[src/rtl/mult_pkg.sv]
// Shared types and constants for the sequential Booth multiplier.
package mult_pkg;

    typedef enum logic [1:0] {
        StIdle = 2'd0,
        StRun  = 2'd1,
        StDone = 2'd2
    } state_t;

    // {multiplier LSB, booth bit} pairs that require an add or a subtract.
    localparam logic [1:0] BoothAdd = 2'b01;
    localparam logic [1:0] BoothSub = 2'b10;

    // Counter must hold WIDTH+1, the number of Booth steps.
    function automatic int unsigned cnt_width(input int unsigned width);
        return $clog2(width + 2);
    endfunction

endpackage

[src/rtl/booth_mult_seq_if.sv]
// Start/busy/done handshake and result bus for the Booth multiplier.
interface booth_mult_seq_if #(
    parameter int unsigned WIDTH = 32
);
    logic             start;
    logic             is_signed;
    logic [WIDTH-1:0] op_a;
    logic [WIDTH-1:0] op_b;
    logic             ready;
    logic             busy;
    logic             done;
    logic [WIDTH-1:0] hi;
    logic [WIDTH-1:0] lo;
    logic             ovf;

    // Requester side (control unit).
    modport master (
        output start, is_signed, op_a, op_b,
        input  ready, busy, done, hi, lo, ovf
    );

    // Multiplier side.
    modport slave (
        input  start, is_signed, op_a, op_b,
        output ready, busy, done, hi, lo, ovf
    );
endinterface

[src/rtl/booth_step.sv]
// One radix-2 Booth iteration: conditional add/sub into the upper half,
// then arithmetic right shift of the whole accumulator.
module booth_step
    import mult_pkg::*;
#(
    parameter int unsigned WIDTH = 32
) (
    input  logic [2*WIDTH+2:0] i_acc,
    input  logic [WIDTH:0]     i_mcand,
    output logic [2*WIDTH+2:0] o_acc
);

    logic [WIDTH:0] w_upper;
    logic [WIDTH:0] w_sum;

    // Select add/sub/none from the booth pair, then shift with sign fill.
    always_comb begin
        w_upper = i_acc[2*WIDTH+2:WIDTH+2];
        w_sum   = w_upper;
        case (i_acc[1:0])
            BoothAdd: w_sum = w_upper + i_mcand;
            BoothSub: w_sum = w_upper - i_mcand;
            default:  w_sum = w_upper;
        endcase
        o_acc = {w_sum[WIDTH], w_sum, i_acc[WIDTH+1:1]};
    end

endmodule

[src/rtl/booth_mult_seq.sv]
// Sequential radix-2 Booth multiplier with start/busy/done handshake,
// per-operation signed/unsigned mode and an overflow flag.
module booth_mult_seq
    import mult_pkg::*;
#(
    parameter int unsigned WIDTH = 32
) (
    input logic             clock,
    input logic             reset,
    booth_mult_seq_if.slave bus
);

    localparam int unsigned CNT_W = cnt_width(WIDTH);
    localparam int unsigned XW    = WIDTH + 1;
    localparam int unsigned AW    = 2 * XW + 1;

    state_t             r_state;
    state_t             w_state_next;
    logic [CNT_W-1:0]   r_cnt;
    logic [AW-1:0]      r_acc;
    logic [AW-1:0]      w_acc_next;
    logic [XW-1:0]      r_mcand;
    logic               r_signed;
    logic [WIDTH-1:0]   r_hi;
    logic [WIDTH-1:0]   r_lo;
    logic               r_ovf;

    logic               w_ready;
    logic               w_busy;
    logic               w_done;
    logic               w_accept;
    logic               w_finish;
    logic               w_last;
    logic [XW-1:0]      w_ext_a;
    logic [XW-1:0]      w_ext_b;
    logic [WIDTH-1:0]   w_prod_hi;
    logic [WIDTH-1:0]   w_prod_lo;
    logic               w_ovf;

    assign w_ext_a   = {bus.is_signed & bus.op_a[WIDTH-1], bus.op_a};
    assign w_ext_b   = {bus.is_signed & bus.op_b[WIDTH-1], bus.op_b};
    assign w_last    = (r_cnt == CNT_W'(XW));
    // Product sits in acc[2*XW:1] once all steps are done; keep low 2*WIDTH bits.
    assign w_prod_hi = r_acc[2*WIDTH:WIDTH+1];
    assign w_prod_lo = r_acc[WIDTH:1];
    assign w_ovf     = r_signed ? (w_prod_hi != {WIDTH{w_prod_lo[WIDTH-1]}})
                                : (w_prod_hi != '0);

    booth_step #(
        .WIDTH (WIDTH)
    ) u_step (
        .i_acc   (r_acc),
        .i_mcand (r_mcand),
        .o_acc   (w_acc_next)
    );

    // State register.
    always_ff @(posedge clock or posedge reset) begin
        if (reset) begin
            r_state <= StIdle;
        end else begin
            r_state <= w_state_next;
        end
    end

    // Next-state and handshake outputs.
    always_comb begin
        w_state_next = r_state;
        w_ready      = 1'b0;
        w_busy       = 1'b0;
        w_done       = 1'b0;
        w_accept     = 1'b0;
        w_finish     = 1'b0;
        unique case (r_state)
            StIdle: begin
                w_ready = 1'b1;
                if (bus.start) begin
                    w_accept     = 1'b1;
                    w_state_next = StRun;
                end
            end
            StRun: begin
                w_busy = 1'b1;
                if (w_last) begin
                    w_finish     = 1'b1;
                    w_state_next = StDone;
                end
            end
            StDone: begin
                w_busy       = 1'b1;
                w_done       = 1'b1;
                w_state_next = StIdle;
            end
            default: w_state_next = StIdle;
        endcase
    end

    // Operand capture, Booth iterations and step counter.
    always_ff @(posedge clock or posedge reset) begin
        if (reset) begin
            r_cnt    <= '0;
            r_acc    <= '0;
            r_mcand  <= '0;
            r_signed <= 1'b0;
        end else if (w_accept) begin
            r_cnt    <= '0;
            r_acc    <= {{XW{1'b0}}, w_ext_b, 1'b0};
            r_mcand  <= w_ext_a;
            r_signed <= bus.is_signed;
        end else if (r_state == StRun && !w_last) begin
            r_acc <= w_acc_next;
            r_cnt <= r_cnt + CNT_W'(1);
        end
    end

    // Result registers; loaded on the edge entering DONE so they are valid with done.
    always_ff @(posedge clock or posedge reset) begin
        if (reset) begin
            r_hi  <= '0;
            r_lo  <= '0;
            r_ovf <= 1'b0;
        end else if (w_finish) begin
            r_hi  <= w_prod_hi;
            r_lo  <= w_prod_lo;
            r_ovf <= w_ovf;
        end
    end

    assign bus.ready = w_ready;
    assign bus.busy  = w_busy;
    assign bus.done  = w_done;
    assign bus.hi    = r_hi;
    assign bus.lo    = r_lo;
    assign bus.ovf   = r_ovf;

endmodule

[src/flat_wrapper.sv]
// flat-port wrapper written by rule: the top's interface ports become plain ports
module booth_mult_seq_flat import mult_pkg::*;
#(
    parameter int unsigned WIDTH = 32
)
  (clock, reset, bus_start, bus_is_signed, bus_op_a, bus_op_b, bus_ready, bus_busy, bus_done, bus_hi, bus_lo, bus_ovf);
  booth_mult_seq_if #(.WIDTH(WIDTH)) bus_i ();
  input logic clock;
  input logic reset;
  input wire logic [$bits(bus_i.start)-1:0] bus_start;
  input wire logic [$bits(bus_i.is_signed)-1:0] bus_is_signed;
  input wire logic [$bits(bus_i.op_a)-1:0] bus_op_a;
  input wire logic [$bits(bus_i.op_b)-1:0] bus_op_b;
  output wire logic [$bits(bus_i.ready)-1:0] bus_ready;
  output wire logic [$bits(bus_i.busy)-1:0] bus_busy;
  output wire logic [$bits(bus_i.done)-1:0] bus_done;
  output wire logic [$bits(bus_i.hi)-1:0] bus_hi;
  output wire logic [$bits(bus_i.lo)-1:0] bus_lo;
  output wire logic [$bits(bus_i.ovf)-1:0] bus_ovf;
  assign bus_i.start = bus_start;
  assign bus_i.is_signed = bus_is_signed;
  assign bus_i.op_a = bus_op_a;
  assign bus_i.op_b = bus_op_b;
  assign bus_ready = bus_i.ready;
  assign bus_busy = bus_i.busy;
  assign bus_done = bus_i.done;
  assign bus_hi = bus_i.hi;
  assign bus_lo = bus_i.lo;
  assign bus_ovf = bus_i.ovf;
  booth_mult_seq #(.WIDTH(WIDTH)) u_core (.clock(clock), .reset(reset), .bus(bus_i));
endmodule
[config.mk]
export PLATFORM = sky130hd
export DESIGN_NAME = booth_mult_seq_flat
export DESIGN_NICKNAME = d
export VERILOG_FILES = /design/src/rtl/mult_pkg.sv /design/src/rtl/booth_mult_seq_if.sv /design/src/rtl/booth_step.sv /design/src/rtl/booth_mult_seq.sv /design/src/flat_wrapper.sv
export SDC_FILE = /design/constraint.sdc
export NUM_CORES = 1
export LEC_CHECK = 0
export ABC_AREA = 0
export ABC_CLOCK_PERIOD_IN_PS = 15830
export CAP_MARGIN = 0
export CORE_MARGIN = 5
export CORE_UTILIZATION = 53
export DETAILED_ROUTE_END_ITERATION = 7
export DONT_BUFFER_PORTS = 1
export PLACE_DENSITY = 0.67
export SETUP_SLACK_MARGIN = 0.1
export SYNTH_ARGS = -nofsm -noshare
export SYNTH_HDL_FRONTEND = slang
export SYNTH_SLANG_ARGS = --single-unit
[constraint.sdc]
create_clock -name clock -period 15.83 [get_ports clock]
set_input_delay 3.166 -clock clock [delete_from_list [all_inputs] [get_ports clock]]
set_output_delay 3.166 -clock clock [all_outputs]
set_load 0.03 [all_outputs]
; ---- Word level (Yosys, flattened, before mapping)
; Index checks and enable logic that the tools add are counted.
[totals]
register_bits = 174
inputBits = 68
output_inout_bits = 68
word_cells = 44
[classes]
n_addsub = 3
eq_ne = 8
n_mux = 16
bitwise = 2
reduce_logical = 7
[ops]
columns = cell, n
row1 = two-way mux 67 bit, 2
row2 = one-hot mux 33 bit (2 select lines), 1
row3 = adder 33 bit, 1
row4 = subtractor 33 bit, 1
row5 = != test 32 bit, 1
row6 = nonzero test 32 bit, 1
row7 = two-way mux 6 bit, 2
row8 = two-way mux 1 bit, 8
row9 = adder 6 x 1 -> 6 bit (second input constant), 1
row10 = == test 6 bit (second input constant), 1
row11 = == test 2 x 1 -> 1 bit (second input constant), 2
row12 = == test 2 bit (second input constant), 2
row13 = two-way mux 2 bit, 2
row14 = one-hot mux 2 bit (2 select lines), 1
row15 = bitwise AND 1 bit, 2
row16 = logical NOT 2 bit, 1
row17 = != test 2 x 1 -> 1 bit (second input constant), 1
row18 = != test 2 bit (second input constant), 1
row19 = AND reduction 2 bit, 1
row20 = nonzero test 2 bit, 1
row21 = OR reduction 2 bit, 1
row22 = logical AND 1 bit, 1
row23 = logical NOT 1 bit, 1

; ---- Depth between registers and ports, before layout
[logic_depth]
word_depth = 5
mapped_depth = 17
depth_no_buf = 16

; ---- Modules after synthesis
; A second synthesis with hierarchy kept.
[unflattened]
hier_cells = 1184
area_unflattened_um2 = 10483.8
[modules_own_cells]
columns = mod, instances, cells_per_inst, area_per_inst_um2, seq_area_each_um2
row1 = booth_mult_seq, 1, 683, 7294.5, 4354.2
row2 = booth_step, 1, 501, 3189.3, 0.0

; ---- Worst setup path before layout
; OpenSTA, ideal clock, no wires.
[synth_timing]
kind = input to register
start = input port bus_start
end = register u_core.r_acc[29]
setup_ns = 0.141
arrival_time_ns = 3.940
t_required_ns = 15.689
setup_slack_ns = 11.749
cell_stages = 4
path_buffers = 2
path_cell_list = nand2_1 > clkbuf_1 > buf_1 > a31oi_1
[synth_via]
elab_chain_cells = 3
elab_cells_between_ends = 4
classes_between = mux: 3 / reduce/logical: 1
[synth_rtl]
columns = element, line_no
row1 = "start, declared", flat_wrapper.sv:10  ; input wire logic [$bits(bus_i.start)-1:0] bus_start;
row2 = two-way mux 1 bit (*), booth_mult_seq.sv:77  ; if (bus.start) begin
row3 = two-way mux 1 bit (*), booth_mult_seq.sv:74  ; unique case (r_state)
row4 = two-way mux 67 bit / nonzero test 2 bit (equally long branches), --
row5 = "end signal, assigned", booth_mult_seq.sv:107  ; r_acc <= {{XW{1'b0}}, w_ext_b, 1'b0};
row6 = "end signal, assigned", booth_mult_seq.sv:111  ; r_acc <= w_acc_next;
row7 = "end, declared", booth_mult_seq.sv:20  ; logic [AW-1:0] r_acc;
; Every way passes the cells marked *; elsewhere a longest branch is shown, timed or not.
; A chain may end at the register's enable or synchronous reset.

; ---- Worst setup path in the final report
[layout_timing]
start = register u_core.r_state[0]
end = output port bus_ready
[layout_via]
elab_chain_cells = 2
[layout_rtl]
columns = element, line_no
row1 = "start, declared", booth_mult_seq.sv:17  ; state_t r_state;
row2 = "start signal, assigned", booth_mult_seq.sv:60  ; r_state <= StIdle;
row3 = "start signal, assigned", booth_mult_seq.sv:62  ; r_state <= w_state_next;
row4 = logical NOT 2 bit, booth_mult_seq.sv:74
row5 = two-way mux 1 bit, booth_mult_seq.sv:74
row6 = "end, declared", flat_wrapper.sv:14  ; output wire logic [$bits(bus_i.ready)-1:0] bus_ready;
; Every way passes these cells.

==> qor.txt <==
Status -> finished, final reports clean
Placed inst area -> 9820 µm²
Syn Area/Cell -> 9.21 µm²
DRT Pass-1 Iters -> 6
Register area share after synthesis -> 44.8%
Worst hold margin -> 0.493 ns
Drt wl/cell -> 17.8 µm
PostCTS Resize Cnt -> 0
Pin count of the biggest net entering global routing -> 94
Starting Density -> 53.8%
Final Setup Violations -> 0
Unrepaired setup endpoints after global routing -> false
CP startpoint -> u_core.r_state[0]
Layout cell share with drive strength beyond 1 -> 11.7%
Bufs on Longest Clock Path -> 2
Syn_nets -> 1157
Max_cap viols -> 0
Arr. time, crit path -> 1.38 ns
Via count -> 7423
Fill cells -> 1644
Crit-path max FO -> 5
Die X -> 145 µm
R2R Path Start -> u_core.r_mcand[0]
Synth unique cells -> 61
CTS tree -> yes
Row count -> 49
Number of synthesized flops with an enable pin -> 0
Htree depth -> 4
Hold path start -> u_core.r_mcand[32]
Clock Latency Late Sink -> 0.43 ns
Port Buffers -> 0
Gr ovfl total -> 0
Total Routed Length -> 22.4 mm
Area grow syn2layout -> 7.57%
Die Ht -> 145 µm
DR vias/cell -> 5.89
Final worst setup slack -> 11.28 ns
Root Buffer -> clkbuf_16
DIE AREA -> 21000 µm²
Critical path startpoint category -> flip-flop
Gr usage total -> 21.3%
Global-route wire length before repair -> 37.3 mm
Worst hold path class -> reg2reg
DP HPWL -> 15.4 mm
Ys flop type -> dfrtp_1
Setup repair bufs after CTS -> 0
Critical path required time -> 12.66 ns
Synth Register Bits -> 173
Setup Crit Path Kind -> reg2out
Routability cong. -> 0.853
Design area -> 10400 µm²
CTS Buf Count -> 17
Slew Viols, Final -> 0
Final Net Count -> 1126
Post-Synthesis Cells -> 1049
Asr flop ratio synth -> 100%
Clock sinks -> 173
Hold buffer count at CTS -> 0
Clk_skew -> 0.0111 ns
Max Fclk -> 220 MHz
Synthesized cell area -> 9670 µm²
Post-route ant nets -> 0
Max_slew headroom -> 33.1%
Initial antenna violation count -> 0
I/O pin count -> 136
ANT cells -> 0
Sum Neg Setup Slack -> 0 ns
Fin crit share -> 28.7%
Clock slew at reported path FFs -> 0.07 ns
Final Hold Fails -> 0
Ys Warns -> 0
DRC viols -> 0
Setup crit end kind -> primary output
Core Region -> 18000 µm²
Pre-CTS setup slack -> 10.97 ns
Crit path time final -> 4.55 ns
Initial DRC count -> 534
Vias in the first global route -> 7126
Pin slew with the least headroom to its limit -> 1.00 ns
[Yosys cell counts, types with 2 or more instances]
cell type    n  area [µm²]
o21a_1       4        30.0
dfrtp_1    173        4330
ha_1        39         488
clkbuf_1    53         199
mux2_2      63         709
a21o_1      19         143
buf_1        6        22.5
or3_1        3        18.8
a31oi_1     40         250
nor4b_1      2        17.5
nand2b_1     5        31.3
a21oi_1     76         380
a31o_2       2        17.5
o211ai_1    18         135
xnor2_1     44         385
nand4_1     20         125
nor2_1      86         323
a211oi_1     5        37.5
o21ai_0     53         265
nor2b_1      5        31.3
nor3_1      15        75.1
mux2i_1      7        70.1
inv_1       24        90.1
nand3_1     12        60.1
nand3b_1     3        22.5
o211a_1      6        60.1
xor2_1      14         123
and2_1       6        37.5
nand2_1    194         728
o21ai_1      7        35.0
nor4_1      12        75.1
and3_1       4        25.0
[cells by family after synthesis]
group / share of synthesized area, %
simple gates: 17.1
xor+xnor: 5.42
mux: 8.18
fa+ha+maj: 5.26
compound gates: 16.0
flops: 44.8
buf+inv: 3.22
[metrics by stage]
step,util (%),instances
final,57.9,1260
after global routing,57.9,1260
after CTS,57.9,1260
after detailed placement,54.7,1228
after global placement,54.7,1228
after floorplan,-,1049
[cell usage in the layout (no fill, tap or decap), types with 6 or more instances in the layout]
master	instances
nor4_1	12
o21ai_0	53
mux2i_1	7
mux2_2	63
a31oi_1	40
xor2_1	14
o21ai_1	7
ha_1	39
xnor2_1	44
o211a_1	6
clkbuf_16	17
a21oi_1	76
nand4_1	20
a21o_1	19
inv_1	23
dfrtp_1	173
nor2_1	85
nor3_1	15
buf_4	9
o211ai_1	18
nand2_1	192
inv_6	6
nand3_1	12
[layer usage]
metal	routed length [µm]	track usage [%]	vias to the layer above
met2	10300	32.7	196
met3	1370	4.86	13
li1	-	-	3624
met5	0	0	-
met1	10600	31.3	3590
met4	153	4.10	0
[cell type report]
type | instances | area (µm²) | area share (%)
multi-input combinational | 793 | 5050 | 48.5
sequential | 173 | 4330 | 41.6
clock buffer | 20 | 447 | 4.30
tap | 229 | 287 | 2.76
clock inverter | 12 | 126 | 1.22
inverter | 24 | 95.1 | 0.915
timing repair buffer | 9 | 67.6 | 0.650
[worst paths after layout]
kind	end	slack, ns	cells after the start
max in group asynchronous	u_core.r_acc[59]	11.57	2
min in group asynchronous	u_core.bus.lo[8]	2.76	1
worst max register to register	u_core.r_acc[58]	11.53	16
worst max-delay path	bus_ready	11.28	2
worst min register to register	u_core.r_mcand[32]	0.49	2
worst min-delay path	u_core.r_mcand[32]	0.49	2
[worst max-delay path: stages, from the launching register on]
cell     delay, ns
dfrtp_1       0.40
inv_1         0.09
ha_1          0.48
[sequential cells by signal, summed over array words and instances, names as in the netlist]
| name | cells |
|---|---|
| u_core.r_acc | 66 |
| u_core.r_cnt | 6 |
| u_core.bus.lo | 32 |
| u_core.bus.hi | 32 |
| u_core.r_signed | 1 |
| u_core.bus.ovf | 1 |
| u_core.r_mcand | 33 |
| u_core.r_state | 2 |
Power is left out: the tool's default activity adds up to more than one toggle a clock period on the data nets, which glitch-free logic cannot reach.
